File: src/rtl/fe_pkg.sv
// Shared types and constants for the RV32I instruction-fetch front-end.
// Optional feature macro: FE_MISALIGN_TRAP_EN (adds the TRAP state).
package fe_pkg;

    localparam int XLEN = 32;

    localparam logic [XLEN-1:0] FE_RESET_PC_DEFAULT = 32'h0040_0000;
    localparam logic [XLEN-1:0] RV32I_NOP           = 32'h0000_0013;
    localparam logic [XLEN-1:0] FE_ALIGN_MASK       = 32'hFFFF_FFFC;

    typedef enum logic [6:0] {
        I_LOAD_TYPE   = 7'b0000011,
        I_ARITH_TYPE  = 7'b0010011,
        I_STORE_TYPE  = 7'b0100011,
        I_REG_TYPE    = 7'b0110011,
        I_BRANCH_TYPE = 7'b1100011,
        I_JALR_TYPE   = 7'b1100111,
        I_JAL_TYPE    = 7'b1101111,
        I_ENV_TYPE    = 7'b1110011
    } RV32I_OPCODE_t;

    typedef enum logic [2:0] {
        FE_IDLE,
        FE_REQ,
        FE_WAIT,
        FE_HOLD,
        FE_HALT
`ifdef FE_MISALIGN_TRAP_EN
        , FE_TRAP
`endif
    } FE_FETCH_STATE_t;

    typedef enum logic [1:0] {
        PC_SEL_HOLD,
        PC_SEL_INC,
        PC_SEL_REDIR,
        PC_SEL_PEND
    } FE_PC_SEL_t;

    // ECALL/EBREAK share the SYSTEM opcode; either one parks the front-end.
    function automatic logic fe_is_env(input logic [XLEN-1:0] instr);
        return instr[6:0] == I_ENV_TYPE;
    endfunction

endpackage

File: src/rtl/fe_fetch_ctrl_if.sv
// Bus bundle between the fetch controller (master) and its environment:
// instruction memory, execute redirect and decode.
// Optional feature macro: FE_MISALIGN_TRAP_EN (adds exc_valid/exc_tval).
interface fe_fetch_ctrl_if;
    import fe_pkg::*;

    logic            imem_req_valid;
    logic [XLEN-1:0] imem_req_addr;
    logic            imem_req_ready;
    logic            imem_rsp_valid;
    logic [XLEN-1:0] imem_rsp_data;
    logic            redirect_valid;
    logic [XLEN-1:0] redirect_pc;
    logic            de_valid;
    logic [XLEN-1:0] de_instr;
    logic [XLEN-1:0] de_pc;
    logic            de_ready;
`ifdef FE_MISALIGN_TRAP_EN
    logic            exc_valid;
    logic [XLEN-1:0] exc_tval;
`endif

    modport master (
        output imem_req_valid, imem_req_addr,
        input  imem_req_ready, imem_rsp_valid, imem_rsp_data,
        input  redirect_valid, redirect_pc,
        output de_valid, de_instr, de_pc,
        input  de_ready
`ifdef FE_MISALIGN_TRAP_EN
        , output exc_valid, exc_tval
`endif
    );

    modport slave (
        input  imem_req_valid, imem_req_addr,
        output imem_req_ready, imem_rsp_valid, imem_rsp_data,
        output redirect_valid, redirect_pc,
        input  de_valid, de_instr, de_pc,
        output de_ready
`ifdef FE_MISALIGN_TRAP_EN
        , input exc_valid, exc_tval
`endif
    );

endinterface

File: src/rtl/fe_pc_gen.sv
// Next-pc selection (hold, pc+4, live redirect, pending redirect) and
// redirect-target alignment handling.
// Optional feature macro: FE_MISALIGN_TRAP_EN (keeps raw low bits and
// reports misalignment instead of clearing them).
module fe_pc_gen
    import fe_pkg::*;
(
    input  FE_PC_SEL_t      sel_i,
    input  logic [XLEN-1:0] pc_i,
    input  logic [XLEN-1:0] redirect_pc_i,
    input  logic [XLEN-1:0] pend_pc_i,
    output logic [XLEN-1:0] redir_tgt_o,
    output logic [XLEN-1:0] pc_next_o
`ifdef FE_MISALIGN_TRAP_EN
    ,
    output logic            redir_mis_o,
    output logic            pend_mis_o
`endif
);

`ifdef FE_MISALIGN_TRAP_EN
    // Raw target is kept so a trap can report the offending address.
    assign redir_tgt_o = redirect_pc_i;
    assign redir_mis_o = |redirect_pc_i[1:0];
    assign pend_mis_o  = |pend_pc_i[1:0];
`else
    // Without trapping, the low two bits of a target are simply dropped.
    assign redir_tgt_o = redirect_pc_i & FE_ALIGN_MASK;
`endif

    // Next-pc mux; the increment wraps modulo 2^32.
    always_comb begin
        pc_next_o = pc_i;
        unique case (sel_i)
            PC_SEL_INC:   pc_next_o = pc_i + XLEN'(4);
            PC_SEL_REDIR: pc_next_o = redir_tgt_o & FE_ALIGN_MASK;
            PC_SEL_PEND:  pc_next_o = pend_pc_i & FE_ALIGN_MASK;
            default:      pc_next_o = pc_i;
        endcase
    end

endmodule

File: src/rtl/fe_fetch_ctrl.sv
// RV32I instruction-fetch controller: owns the pc, issues one outstanding
// imem request at a time, buffers one word for decode, squashes wrong-path
// responses after a redirect and parks after ECALL/EBREAK.
// Optional feature macro: FE_MISALIGN_TRAP_EN (misaligned redirect -> TRAP).
module fe_fetch_ctrl
    import fe_pkg::*;
#(
    parameter logic [XLEN-1:0] RESET_PC = FE_RESET_PC_DEFAULT
) (
    input  logic            clk,
    input  logic            rst,
    fe_fetch_ctrl_if.master fe_bus
);

    FE_FETCH_STATE_t state_q, state_d;
    FE_PC_SEL_t      pc_sel;
    logic [XLEN-1:0] pc_q, pc_d;
    logic [XLEN-1:0] pend_pc_q, pend_pc_d;
    logic            kill_q, kill_d;
    logic [XLEN-1:0] instr_q, instr_d;
    logic [XLEN-1:0] bpc_q, bpc_d;
    logic            req_valid_q, req_valid_d;
    logic            de_valid_q, de_valid_d;
    logic [XLEN-1:0] redir_tgt;
`ifdef FE_MISALIGN_TRAP_EN
    logic            redir_mis, pend_mis;
    logic            exc_valid_q, exc_valid_d;
    logic [XLEN-1:0] exc_tval_q, exc_tval_d;
`endif

    fe_pc_gen u_pc_gen (
        .sel_i         (pc_sel),
        .pc_i          (pc_q),
        .redirect_pc_i (fe_bus.redirect_pc),
        .pend_pc_i     (pend_pc_q),
        .redir_tgt_o   (redir_tgt),
        .pc_next_o     (pc_d)
`ifdef FE_MISALIGN_TRAP_EN
        ,
        .redir_mis_o   (redir_mis),
        .pend_mis_o    (pend_mis)
`endif
    );

    // State and datapath registers; reset also abandons any open request.
    always_ff @(posedge clk or posedge rst) begin
        if (rst) begin
            state_q     <= FE_IDLE;
            pc_q        <= RESET_PC;
            pend_pc_q   <= RESET_PC;
            kill_q      <= 1'b0;
            instr_q     <= RV32I_NOP;
            bpc_q       <= RESET_PC;
            req_valid_q <= 1'b0;
            de_valid_q  <= 1'b0;
`ifdef FE_MISALIGN_TRAP_EN
            exc_valid_q <= 1'b0;
            exc_tval_q  <= '0;
`endif
        end else begin
            state_q     <= state_d;
            pc_q        <= pc_d;
            pend_pc_q   <= pend_pc_d;
            kill_q      <= kill_d;
            instr_q     <= instr_d;
            bpc_q       <= bpc_d;
            req_valid_q <= req_valid_d;
            de_valid_q  <= de_valid_d;
`ifdef FE_MISALIGN_TRAP_EN
            exc_valid_q <= exc_valid_d;
            exc_tval_q  <= exc_tval_d;
`endif
        end
    end

    // Next-state, pc select, kill flag and buffer capture.
    always_comb begin
        state_d   = state_q;
        pc_sel    = PC_SEL_HOLD;
        kill_d    = kill_q;
        pend_pc_d = pend_pc_q;
        instr_d   = instr_q;
        bpc_d     = bpc_q;
`ifdef FE_MISALIGN_TRAP_EN
        exc_tval_d = exc_tval_q;
`endif
        unique case (state_q)
            FE_IDLE: state_d = FE_REQ;
            FE_REQ: begin
                // The request stays up with its address; only remember the target.
                if (fe_bus.redirect_valid) begin
                    kill_d    = 1'b1;
                    pend_pc_d = redir_tgt;
                end
                if (fe_bus.imem_req_ready) state_d = FE_WAIT;
            end
            FE_WAIT: begin
                if (fe_bus.imem_rsp_valid) begin
                    if (kill_q || fe_bus.redirect_valid) begin
                        // Wrong-path word: drop it, the youngest target wins.
                        kill_d  = 1'b0;
                        pc_sel  = fe_bus.redirect_valid ? PC_SEL_REDIR : PC_SEL_PEND;
                        state_d = FE_REQ;
`ifdef FE_MISALIGN_TRAP_EN
                        if (fe_bus.redirect_valid ? redir_mis : pend_mis) begin
                            pc_sel     = PC_SEL_HOLD;
                            state_d    = FE_TRAP;
                            exc_tval_d = fe_bus.redirect_valid ? redir_tgt : pend_pc_q;
                        end
`endif
                    end else begin
                        instr_d = fe_bus.imem_rsp_data;
                        bpc_d   = pc_q;
                        state_d = FE_HOLD;
                    end
                end else if (fe_bus.redirect_valid) begin
                    kill_d    = 1'b1;
                    pend_pc_d = redir_tgt;
                end
            end
            FE_HOLD, FE_HALT: begin
                if (fe_bus.redirect_valid) begin
                    // Redirect beats a same-cycle decode handshake.
                    pc_sel  = PC_SEL_REDIR;
                    state_d = FE_REQ;
`ifdef FE_MISALIGN_TRAP_EN
                    if (redir_mis) begin
                        pc_sel     = PC_SEL_HOLD;
                        state_d    = FE_TRAP;
                        exc_tval_d = redir_tgt;
                    end
`endif
                end else if (state_q == FE_HOLD && fe_bus.de_ready) begin
                    if (fe_is_env(instr_q)) begin
                        state_d = FE_HALT;
                    end else begin
                        pc_sel  = PC_SEL_INC;
                        state_d = FE_REQ;
                    end
                end
            end
`ifdef FE_MISALIGN_TRAP_EN
            FE_TRAP: begin
                if (fe_bus.redirect_valid) begin
                    if (redir_mis) begin
                        exc_tval_d = redir_tgt;
                    end else begin
                        pc_sel  = PC_SEL_REDIR;
                        state_d = FE_REQ;
                    end
                end
            end
`endif
            default: state_d = FE_IDLE;
        endcase
    end

    // Registered outputs are decoded from the upcoming state.
    always_comb begin
        req_valid_d = (state_d == FE_REQ);
        de_valid_d  = (state_d == FE_HOLD);
`ifdef FE_MISALIGN_TRAP_EN
        exc_valid_d = (state_d == FE_TRAP);
`endif
    end

    assign fe_bus.imem_req_valid = req_valid_q;
    assign fe_bus.imem_req_addr  = pc_q;
    assign fe_bus.de_valid       = de_valid_q;
    assign fe_bus.de_instr       = instr_q;
    assign fe_bus.de_pc          = bpc_q;
`ifdef FE_MISALIGN_TRAP_EN
    assign fe_bus.exc_valid      = exc_valid_q;
    assign fe_bus.exc_tval       = exc_tval_q;
`endif

endmodule

File: src/flat_wrapper.sv
// flat-port wrapper written by rule: the top's interface ports become plain ports
module fe_fetch_ctrl_flat import fe_pkg::*;
#(
    parameter logic [XLEN-1:0] RESET_PC = FE_RESET_PC_DEFAULT
)
  (clk, rst, fe_bus_imem_req_valid, fe_bus_imem_req_addr, fe_bus_imem_req_ready, fe_bus_imem_rsp_valid, fe_bus_imem_rsp_data, fe_bus_redirect_valid, fe_bus_redirect_pc, fe_bus_de_valid, fe_bus_de_instr, fe_bus_de_pc, fe_bus_de_ready);
  fe_fetch_ctrl_if fe_bus_i ();
  input  logic clk;
  input  logic rst;
  output wire logic [$bits(fe_bus_i.imem_req_valid)-1:0] fe_bus_imem_req_valid;
  output wire logic [$bits(fe_bus_i.imem_req_addr)-1:0] fe_bus_imem_req_addr;
  input wire logic [$bits(fe_bus_i.imem_req_ready)-1:0] fe_bus_imem_req_ready;
  input wire logic [$bits(fe_bus_i.imem_rsp_valid)-1:0] fe_bus_imem_rsp_valid;
  input wire logic [$bits(fe_bus_i.imem_rsp_data)-1:0] fe_bus_imem_rsp_data;
  input wire logic [$bits(fe_bus_i.redirect_valid)-1:0] fe_bus_redirect_valid;
  input wire logic [$bits(fe_bus_i.redirect_pc)-1:0] fe_bus_redirect_pc;
  output wire logic [$bits(fe_bus_i.de_valid)-1:0] fe_bus_de_valid;
  output wire logic [$bits(fe_bus_i.de_instr)-1:0] fe_bus_de_instr;
  output wire logic [$bits(fe_bus_i.de_pc)-1:0] fe_bus_de_pc;
  input wire logic [$bits(fe_bus_i.de_ready)-1:0] fe_bus_de_ready;
  assign fe_bus_imem_req_valid = fe_bus_i.imem_req_valid;
  assign fe_bus_imem_req_addr = fe_bus_i.imem_req_addr;
  assign fe_bus_i.imem_req_ready = fe_bus_imem_req_ready;
  assign fe_bus_i.imem_rsp_valid = fe_bus_imem_rsp_valid;
  assign fe_bus_i.imem_rsp_data = fe_bus_imem_rsp_data;
  assign fe_bus_i.redirect_valid = fe_bus_redirect_valid;
  assign fe_bus_i.redirect_pc = fe_bus_redirect_pc;
  assign fe_bus_de_valid = fe_bus_i.de_valid;
  assign fe_bus_de_instr = fe_bus_i.de_instr;
  assign fe_bus_de_pc = fe_bus_i.de_pc;
  assign fe_bus_i.de_ready = fe_bus_de_ready;
  fe_fetch_ctrl #(.RESET_PC(RESET_PC)) u_core (.clk(clk), .rst(rst), .fe_bus(fe_bus_i));
endmodule
File: config.mk
export PLATFORM = sky130hd
export DESIGN_NAME = fe_fetch_ctrl_flat
export DESIGN_NICKNAME = d
export VERILOG_FILES = /design/src/rtl/fe_pkg.sv /design/src/rtl/fe_fetch_ctrl_if.sv /design/src/rtl/fe_pc_gen.sv /design/src/rtl/fe_fetch_ctrl.sv /design/src/flat_wrapper.sv
export SDC_FILE = /design/constraint.sdc
export NUM_CORES = 1
export LEC_CHECK = 0
export ABC_AREA = 1
export BUFFER_PORTS_ARGS = -buffer_cell sky130_fd_sc_hd__clkbuf_2
export CORE_MARGIN = 1.5
export CORE_UTILIZATION = 50
export DETAILED_ROUTE_END_ITERATION = 16
export PLACE_DENSITY = 0.85
export SLEW_MARGIN = 20
export SYNTH_ARGS = -nofsm -noshare
export SYNTH_HDL_FRONTEND = slang
export SYNTH_SLANG_ARGS = --single-unit
File: constraint.sdc
create_clock -name clk -period 9.9 [get_ports clk]
set_input_delay 1.98 -clock clk [delete_from_list [all_inputs] [get_ports clk]]
set_output_delay 1.98 -clock clk [all_outputs]
set_load 0.01 [all_outputs]
==> results_dict.tcl <==
set metrics [dict create \
    status "completed" \
    synth.cell_area_um2 6400 \
    rsz0062_at_grt "false" \
    holdBufCountCts 0 \
    cp_max_fo 43 \
    fillers 1120 \
    antennaDiodeCount 0 \
    multi_input_area_um2 2750 \
    clk_pin_slew_worst_paths_ps 60 \
    gp_congestion 0.936 \
    final_common_cell "nand2_1" \
    final_cell_mix "nand2_1, clkbuf_2, dfrtp_1" \
    path_class "input port to register" \
    cp_cell_sequence "clkbuf_2 -> inv_2 -> nand2_1 -> nand3_2 -> nand2_4 -> inv_4 -> nand2_4 -> inv_1 -> nand2_1 -> nand2_1 -> inv_1" \
    start_kind "input port" \
    seq_area_um2 3210 \
    postRouteAntennaNets 0 \
    path_common_cell "nand2_1" \
    critPathSlowestCell "inv_4" \
    syn_avg_cell_area_um2 8.65 \
    hold_violations 0 \
    synth_top_area_share_pct 47.7 \
    num_vias 5621 \
    setup_viol 0 \
    ys_seq_area_share_pct 50.1 \
    post-dp-hpwl_um 11700 \
    drc 0 \
    dp.cells 1049 \
    cts_buffers 17 \
    vdd_ir_drop_max_uv 150 \
    tritoncts "yes" \
    setup_tns_ps 0 \
    synth_compound_gate_area_share_pct 8.27 \
    synth_xor_area_share_pct 0.137 \
    cts_resized 0 \
    synthTopCellsByArea "dfrtp_1, nand2_1, mux2_2, nor2_1, nand3_1" \
    synthMuxAreaShare_pct 10.9 \
    fin_crit_ps 3480 \
    maxSlewHeadroom_pct 38.7 \
    syn_inst 740 \
    hold_path.class "register to register" \
    routed_via_density 5.20 \
    drt_first_iter_violations 530 \
    maxCapViolCount 0 \
    start_util_pct 50.9 \
    critPathTopFamily "buffers and inverters" \
    power_per_cell_area_nw_per_um2 317 \
    clock_skew_ps 8.95 \
    num_io_pins 168 \
    synth_top_family_by_area "simple AND/OR/NAND/NOR gates" \
    cts_max_path_buffers 2 \
    clock_sinks 128 \
    grt_pass1_wl_um 25800 \
    drt_wl_total_um 16100 \
    grt_pass1_vias 5148 \
    synth_simple_gate_area_share_pct 23.2 \
    die_y_um 116 \
    finalMaxSlewViolations 0 \
    post_cts_buffers 0 \
    fin_crit_sh_pct 35.2 \
    ys_types 31 \
    p_leak_nw 4.13 \
    port_buffers 161 \
    grt_antenna_before_repair 0 \
    path_buf_inv 5 \
    yosysTopAreaCell "dfrtp_1" \
    die_w_um 116 \
    drt_pre_antenna_iters 5 \
    worstPathArrival_ps 3800 \
    slowest_delay_ps 470 \
    hold-worst-slack_ps 482 \
    synthAdderAreaFrac_pct 0.195 \
    tightest_slew_ps 919 \
    drive_gt1_share_pct 31.5 \
    clock_latency_ps 420 \
    syn2layout_area_growth_pct 22.7 \
    overflow 0 \
    core_um2 12600 \
    ys_ff_latch 128 \
    grt_max_degree 92 \
    cts_htree_levels 4 \
    cp-end-kind "register" \
    std_cell_rows 41 \
    dieArea_um2 13500 \
    total_power_mw 2.49 \
    cts_root_buf "clkbuf_16" \
    yosys_warnings 0 \
    timing.fmax_mhz 287 \
    worst_ep_required_time_ps 10210 \
    final_cells 1081 \
    post_drt_wl_per_cell_um 14.9 \
    fin_nets 967 \
    grt_usage_pct 25.2 \
]
[state kept, by name (all words and copies together), names as in the netlist]
signal                        flops
u_core.state_q                    3
u_core.pend_pc_q                 30
u_core.kill_q                     1
u_core.fe_bus.de_pc              30
u_core.fe_bus.de_instr           32
u_core.fe_bus.de_valid            1
u_core.fe_bus.imem_req_addr      30
u_core.fe_bus.imem_req_valid      1
[cell type report]
type	instances	area share, %
clock inverters	12	1.72
well taps	172	2.74
multi-input cells	518	35.0
flip-flops and latches	128	40.9
clock buffers	20	5.81
repair buffers	164	10.5
inverters	67	3.27
[per-layer routing]
layer | global-route usage, % | share of wire, %
met5 | 0 | 0
met4 | 9.59 | 2.7
met3 | 6.54 | 7.6
met1 | 33.6 | 44
met2 | 39.8 | 46
[per-stage QoR]
stage | setup WS [ps] | instance area [um^2] | util (%)
4_1_cts | 6430 | 7860 | 62.5
6_report | 6420 | 7860 | 62.5
3_3_place_gp | 6020 | 7260 | 57.8
5_1_grt | 6280 | 7860 | 62.5
3_5_place_dp | 6010 | 7260 | 57.8
2_1_floorplan | 4520 | 6410 | -
[cells by family after synthesis]
kind of cell             count (synthesis)
other                                    1
adder cells (fa/ha/maj)                  1
buffers and inverters                   97
flip-flops                             128
AO/OA/AOI/OAI                           90
multiplexers                            62
XOR/XNOR                                 1
AND/OR/NAND/NOR                        360
[worst reg2reg max path, delay by kind of cell, from the launching register on]
family	cells	cell delay (ps)
AND/OR/NAND/NOR	7	940
buffers and inverters	4	830
flip-flops	1	400
[path summary, 6_finish.rpt]
| check | slack (ps) | endpoint | depth (start not counted) | from |
|---|---|---|---|---|
| worst max register to register | 7640 | u_core.fe_bus.imem_req_addr[7] | 11 | u_core.state_q[0] |
| worst min register to register | 480 | u_core.fe_bus.de_pc[18] | 2 | u_core.fe_bus.de_pc[18] |
| max in group asynchronous | 6880 | u_core.pend_pc_q[23] | 3 | rst |
| min in group asynchronous | 1710 | u_core.fe_bus.imem_req_valid | 2 | rst |
| worst max-delay path | 6420 | u_core.fe_bus.imem_req_addr[7] | 11 | fe_bus_redirect_valid |
| worst min-delay path | 480 | u_core.fe_bus.de_pc[18] | 2 | u_core.fe_bus.de_pc[18] |
[where the power goes]
group          internal, mW  switching [mW]
clock                 0.384           0.229
combinational         0.376           0.560
sequential            0.764           0.175
[cell usage after synthesis]
master,number
inv_1,64
a22oi_1,1
nand2_2,3
a21oi_1,18
o21ai_2,17
inv_4,1
nand2_1,195
a31oi_1,4
nor3_1,1
mux2_1,11
inv_2,2
buf_6,5
buf_4,11
nor2_1,98
mux2_2,51
o21ai_0,44
nand2_4,3
dfstp_2,6
nand3_2,3
conb_1,1
nor2_2,3
nand3_1,52
o211ai_1,3
clkbuf_1,6
nor3b_1,1
nor3_2,1
buf_2,8
xor2_1,1
ha_1,1
dfrtp_1,122
o21ai_1,3
No activity file was read; power rests on OpenSTA's default activity.
